==> src/rtl/ram_bist_master.sv <==
// Single-port RAM BIST initiator: writes an incrementing pattern over an address
// window, reads it back and compares. Optional macro RAM_BIST_STOP_ON_ERR_EN aborts on first mismatch.
module ram_bist_master #(
  parameter int          AW     = 4,
  parameter int          DW     = 4,
  parameter logic [31:0] MASK   = 32'd7,
  parameter int          RD_LAT = 1
) (
  input  logic          CLK,
  input  logic          RST,
  input  logic          START,
  input  logic [AW-1:0] BASE,
  input  logic [AW:0]   LEN,
  input  logic [DW-1:0] SEED,
  output logic [AW-1:0] A,
  output logic [DW-1:0] D,
  output logic          EN,
  output logic          WR,
  input  logic [DW-1:0] Q,
  output logic          BUSY,
  output logic          DONE,
  output logic          FAIL,
  output logic [AW:0]   ERR_CNT,
  output logic [AW-1:0] FAIL_ADDR
);

  localparam logic [DW-1:0] LP_MASK = MASK[DW-1:0];

  typedef enum logic [2:0] {S_IDLE, S_WRITE, S_READ, S_DRAIN, S_FIN} state_t;

  state_t                     r_st;
  logic [AW-1:0]              r_a, r_base, r_fail_addr;
  logic [DW-1:0]              r_d, r_seed, r_exp;
  logic [AW:0]                r_len, r_idx, r_err;
  logic                       r_en, r_wr, r_busy, r_done, r_fail;
  logic [RD_LAT-1:0]          r_vld_pipe;
  logic [RD_LAT-1:0][AW-1:0]  r_pa;
  logic [RD_LAT-1:0][DW-1:0]  r_pe;

  logic w_cmp, w_miss;

  // Compares only count while a pass is reading or draining; stale entries after an abort are ignored.
  assign w_cmp  = r_vld_pipe[RD_LAT-1] && (r_st == S_READ || r_st == S_DRAIN);
  assign w_miss = w_cmp && (|((Q ^ r_pe[RD_LAT-1]) & LP_MASK));

  always_ff @(posedge CLK or posedge RST) begin
    if (RST) begin
      r_st        <= S_IDLE;
      r_a         <= '0;
      r_d         <= '0;
      r_en        <= 1'b0;
      r_wr        <= 1'b0;
      r_busy      <= 1'b0;
      r_done      <= 1'b0;
      r_fail      <= 1'b0;
      r_err       <= '0;
      r_fail_addr <= '0;
      r_base      <= '0;
      r_seed      <= '0;
      r_len       <= '0;
      r_idx       <= '0;
      r_exp       <= '0;
      r_vld_pipe  <= '0;
      r_pa        <= '0;
      r_pe        <= '0;
    end else begin
      r_done        <= 1'b0;
      r_vld_pipe[0] <= r_en & ~r_wr;
      r_pa[0]       <= r_a;
      r_pe[0]       <= r_exp;
      for (int j = 1; j < RD_LAT; j++) begin
        r_vld_pipe[j] <= r_vld_pipe[j-1];
        r_pa[j]       <= r_pa[j-1];
        r_pe[j]       <= r_pe[j-1];
      end

      if (w_miss) begin
        r_fail <= 1'b1;
        if (r_err != '1) r_err <= r_err + 1'b1;
        if (!r_fail) r_fail_addr <= r_pa[RD_LAT-1];
      end

      case (r_st)
        S_IDLE: if (START) begin
          r_base      <= BASE;
          r_len       <= LEN;
          r_seed      <= SEED;
          r_fail      <= 1'b0;
          r_err       <= '0;
          r_fail_addr <= '0;
          r_busy      <= 1'b1;
          r_vld_pipe  <= '0;
          if (LEN == '0) begin
            r_st <= S_FIN;
          end else begin
            r_st  <= S_WRITE;
            r_en  <= 1'b1;
            r_wr  <= 1'b1;
            r_a   <= BASE;
            r_d   <= SEED;
            r_idx <= '0;
          end
        end
        S_WRITE: if (r_idx == r_len - 1'b1) begin
          r_st  <= S_READ;
          r_wr  <= 1'b0;
          r_a   <= r_base;
          r_exp <= r_seed;
          r_idx <= '0;
        end else begin
          r_idx <= r_idx + 1'b1;
          r_a   <= r_a + 1'b1;
          r_d   <= r_d + 1'b1;
        end
        S_READ: if (r_idx == r_len - 1'b1) begin
          r_st  <= S_DRAIN;
          r_en  <= 1'b0;
          r_idx <= (AW+1)'(RD_LAT - 1);
        end else begin
          r_idx <= r_idx + 1'b1;
          r_a   <= r_a + 1'b1;
          r_exp <= r_exp + 1'b1;
        end
        S_DRAIN: if (r_idx == '0) r_st <= S_FIN;
                 else             r_idx <= r_idx - 1'b1;
        S_FIN: begin
          r_st   <= S_IDLE;
          r_busy <= 1'b0;
          r_done <= 1'b1;
        end
        default: r_st <= S_IDLE;
      endcase

`ifdef RAM_BIST_STOP_ON_ERR_EN
      if (w_miss) begin
        r_st <= S_FIN;
        r_en <= 1'b0;
        r_wr <= 1'b0;
      end
`endif
    end
  end

  assign A         = r_a;
  assign D         = r_d;
  assign EN        = r_en;
  assign WR        = r_wr;
  assign BUSY      = r_busy;
  assign DONE      = r_done;
  assign FAIL      = r_fail;
  assign ERR_CNT   = r_err;
  assign FAIL_ADDR = r_fail_addr;

endmodule

==> config.mk <==
export PLATFORM = sky130hd
export DESIGN_NAME = ram_bist_master
export DESIGN_NICKNAME = d
export VERILOG_FILES = /design/src/rtl/ram_bist_master.sv
export SDC_FILE = /design/constraint.sdc
export NUM_CORES = 1
export LEC_CHECK = 0
export ABC_AREA = 0
export BUFFER_PORTS_ARGS = -buffer_cell sky130_fd_sc_hd__buf_4
export CAP_MARGIN = 20
export CORE_MARGIN = 4
export CORE_UTILIZATION = 56
export CTS_CLUSTER_DIAMETER = 60
export DETAILED_ROUTE_END_ITERATION = 12
export PLACE_DENSITY_LB_ADDON = 0.3
export SLEW_MARGIN = 20
export SYNTH_ARGS = -nofsm -noshare
export SYNTH_HDL_FRONTEND = slang
export SYNTH_SLANG_ARGS = --single-unit
==> constraint.sdc <==
create_clock -name CLK -period 2.8 [get_ports CLK]
set_input_delay 0.14 -clock CLK [delete_from_list [all_inputs] [get_ports CLK]]
set_output_delay 0.14 -clock CLK [all_outputs]
set_load 0.02 [all_outputs]
==> summary.txt <==
GRT
  • Largest net degree at the start of global routing: 54
  • Vias in the first global route: 2168
  • Gr usage total: 20.5%
  • Grt ovf: 0
  • First-pass GRT wire length: 10100 µm
  • Antenna violations before repair: 0

Detailed routing
  • Initial detailed-routing violation count: 119
  • Routed vias/inst: around 5.9
  • DR top layer: met4
  • Metal2 WL: between 2000 and 3000 µm
  • DR DRC count: 0
  • Via count: 2222
  • WL met3: 255 µm
  • Drt total wl: about 5800 µm
  • M1 wire length: 2490 µm
  • Pre-antenna DRT Iters: 4
  • Post-DR wirelength/cell: 15.4 µm
  • Post-route ant nets: 0

Yosys
  • Number of synthesized flops with an enable pin: 0
  • Syn Nets: 300
  • Largest cells by area after synthesis: dfrtp_1, mux2_2, nor2_1
  • Synth Flop Type: dfrtp_1
  • Syn Inst Count: 272
  • Post-synth design cell area: 2740 µm²
  • Seq/Total Area, Yosys: 48.3%
  • FFs w/ async S/R, synth: 100%
  • Synth Area per Inst: 10.1 µm²
  • Yosys reg bits: 53
  • Number of synthesis warnings: 0
  • Post-synth top area cell: dfrtp_1
  • Synth cell types: between 50 and 60
  • Synth top area share: 48.3%

Placed design
  • Port Buffer Count: 40
  • HPWL after DPL: around 4200 µm
  • Placed cell count: 370
  • Gpl congestion: 0.831

Floorplan
  • Die W: 78 µm
  • Cell Rows: 25
  • Die area: 6080 µm²
  • Starting Density: 58.1%
  • I/O pin count: 42
  • Core Footprint: between 4000 and 5000 µm²
  • Die Y: 78 µm

Timing
  • Worst hold slack: -4.19 ps
  • Worst-margin pin slew: 892 ps
  • Clock skew: 7.29 ps
  • Fmax: 0.413 GHz
  • Final setup fails: 0
  • Unrepaired setup endpoints after global routing: false
  • Slew margin rel.: between 40% and 50%
  • Final hold violation count: 8
  • Max-slew violation count: 0
  • Fin crit share: 86.6%
  • Total negative slack: 0 ps
  • Period minus WS final: around 2400 ps

Clock network
  • Clk slew on worst S/H paths: 100 ps
  • CTS Root Buffer Type: clkbuf_8
  • CTS Buf Count: 5
  • Clock latency at the later pin of the worst-skew pair: 300 ps
  • Cts repair resizes: 0
  • Hold_buf cts: 0
  • CTS max path bufs: 2
  • Setup bufs post-CTS: 0
  • CTS tree: yes
  • # clock sinks: 53
  • Htree depth: 2

Layout
  • Area delta synth->final: 16.5%
  • Sequential Area: 1330 µm²
  • Final non-filler cell total: 378
  • # diodes: 0
  • FILL cells: 399
  • Share of layout cells above drive strength 1: 23.5%
  • Footprint of the multi-input gates: 1330 µm²
  • Nets: 338

Min path
  • Worst min path class: in -> async

Setup path
  • Worst EP arrival: 2610 ps
  • Setup crit start kind: flop
  • Crit path largest cell delay: between 700 and 800 ps
  • Critical Path RT: roughly 3000 ps
  • CP Cell Sequence: inv_1, ha_1, a21boi_2, o311ai_2, nor2_2, a221oi_1, o31ai_1
  • Slowest stage cell on the critical path: o311ai_2
  • Crit Path Class: reg -> reg
  • Crit. End Element: flop
  • Critical path fanouts, max: 9

Power and ir drop
  • Pwr Density: 1160 nW/µm²
  • Max VDD drop: 544 µV
  • P_leak: 1.44 nW

Job
  • Max-cap violations: 0

Status
  • Status: complete, but fails checks
  • Violations in the final reports: negative hold slack
==> through the flow <==
| stage | setup slack [ps] | utilization (%) | hold WS [ps] | instance area [µm²] | power (mW) |
|---|---|---|---|---|---|
| floorplan | 818 | - | 257 | 2740 | 2.69 |
| global placement | 541 | 65.2 | 387 | 3080 | 3.10 |
| detailed placement | 490 | 65.2 | 390 | 3080 | 3.17 |
| finish | 376 | 67.7 | -4.19 | 3200 | 3.70 |
| CTS | 367 | 67.7 | 71.4 | 3200 | 3.71 |
| global route | 234 | 67.7 | 59.4 | 3200 | 4.00 |
==> synth_stat cells, types with 2 or more instances <==
master	instances
nor2b_1	2
o41ai_1	3
nor3_1	11
and3_1	2
xnor2_1	4
a21oi_1	15
buf_6	2
nand2_1	27
o31ai_1	7
a211oi_1	6
nor2_2	2
o22ai_1	2
nor2_1	30
inv_1	10
nand3_1	6
or2_2	2
and2_1	3
mux2_2	11
buf_2	2
ha_1	8
dfrtp_1	53
mux2i_1	5
or4_1	2
o21ai_0	9
a211oi_2	2
xor2_1	9
a221oi_1	4
clkbuf_1	5
==> cell usage in the layout (no fill, tap or decap), drive strengths merged, types with 2 or more instances in the layout <==
master / Yosys / layout
buf: 5 / 41
nor2: 32 / 32
nand2: 28 / 28
or2: 3 / 3
mux2i: 5 / 5
o21ai: 9 / 9
ha: 8 / 8
nor3: 11 / 11
nand3: 6 / 6
a211oi: 8 / 8
xor2: 9 / 9
o41ai: 3 / 3
o22ai: 2 / 2
clkinv: 0 / 2
nor2b: 2 / 2
o311a: 2 / 2
inv: 10 / 9
and3: 2 / 2
and2: 3 / 3
a221oi: 5 / 5
dfrtp: 53 / 53
a21oi: 16 / 16
o31ai: 7 / 7
mux2: 11 / 11
or4: 2 / 2
clkbuf: 5 / 5
xnor2: 4 / 4
==> report_power, final <==
group / total [mW] / leakage (nW) / switching [mW] / internal [mW]
registers: 1.41 / 0.645 / 0.319 / 1.09
logic: 1.77 / 0.739 / 0.997 / 0.771
clock network: 0.524 / 0.0543 / 0.256 / 0.268
total: 3.70 / 1.44 / 1.57 / 2.13
==> worst max-delay path: cells and delay by family (launching register included) <==
family,cells,cell delay [ps]
AO/OA/AOI/OAI,4,1420
adder cells (fa/ha/maj),1,220
buffers and inverters,1,70
flip-flops,1,390
AND/OR/NAND/NOR,1,200
==> worst paths after layout <==
check	endpoint	slack, ps	depth (start not counted)	startpoint
worst max-delay path	A[2]	380	7	r_len[0]
min in group CLK	r_len[3]	80	2	LEN[3]
worst min-delay path	r_pe[2]	-4	2	RST
worst min register to register	r_pe[1]	430	0	r_exp[1]
worst max register to register	A[2]	380	7	r_len[0]
max in group asynchronous	r_st[2]	2280	2	RST
==> flip-flops by register name (all words and copies together) (netlist names), 3 cells and up <==
| signal | flops |
|---|---|
| A | 4 |
| D | 4 |
| ERR_CNT | 5 |
| FAIL_ADDR | 4 |
| r_base | 4 |
| r_exp | 3 |
| r_idx | 5 |
| r_len | 5 |
| r_pa | 4 |
| r_pe | 3 |
| r_seed | 3 |
| r_st | 3 |
==> per-layer routing <==
metal,vias up,GRT usage (%)
li1,1053,-
met1,1088,26.8
met2,68,34.8
met3,13,3.60
met4,0,6.47
met5,-,0
==> layout make-up <==
type	instances	area share, %
clock buffers	5	2.15
multi-input cells	199	41.4
repair buffers	41	9.63
flip-flops and latches	53	41.5
inverters	10	1.21
clock inverters	3	1.45
well taps	67	2.62
==> cell families (layout without fill, tap and decap cells) <==
logic type,count (synthesis),after routing,share of synthesized area [%]
AOI/OAI and AO/OA,64,64,17.2
muxes,16,16,6.34
DFF,53,53,48.3
and+or+nand+nor,98,98,16.9
buffers and inverters,20,59,3.37
xor gates and xnor gates,13,13,4.15
adders and majority gates,8,8,3.65
Note: power is estimated with default switching activity, not from simulation.
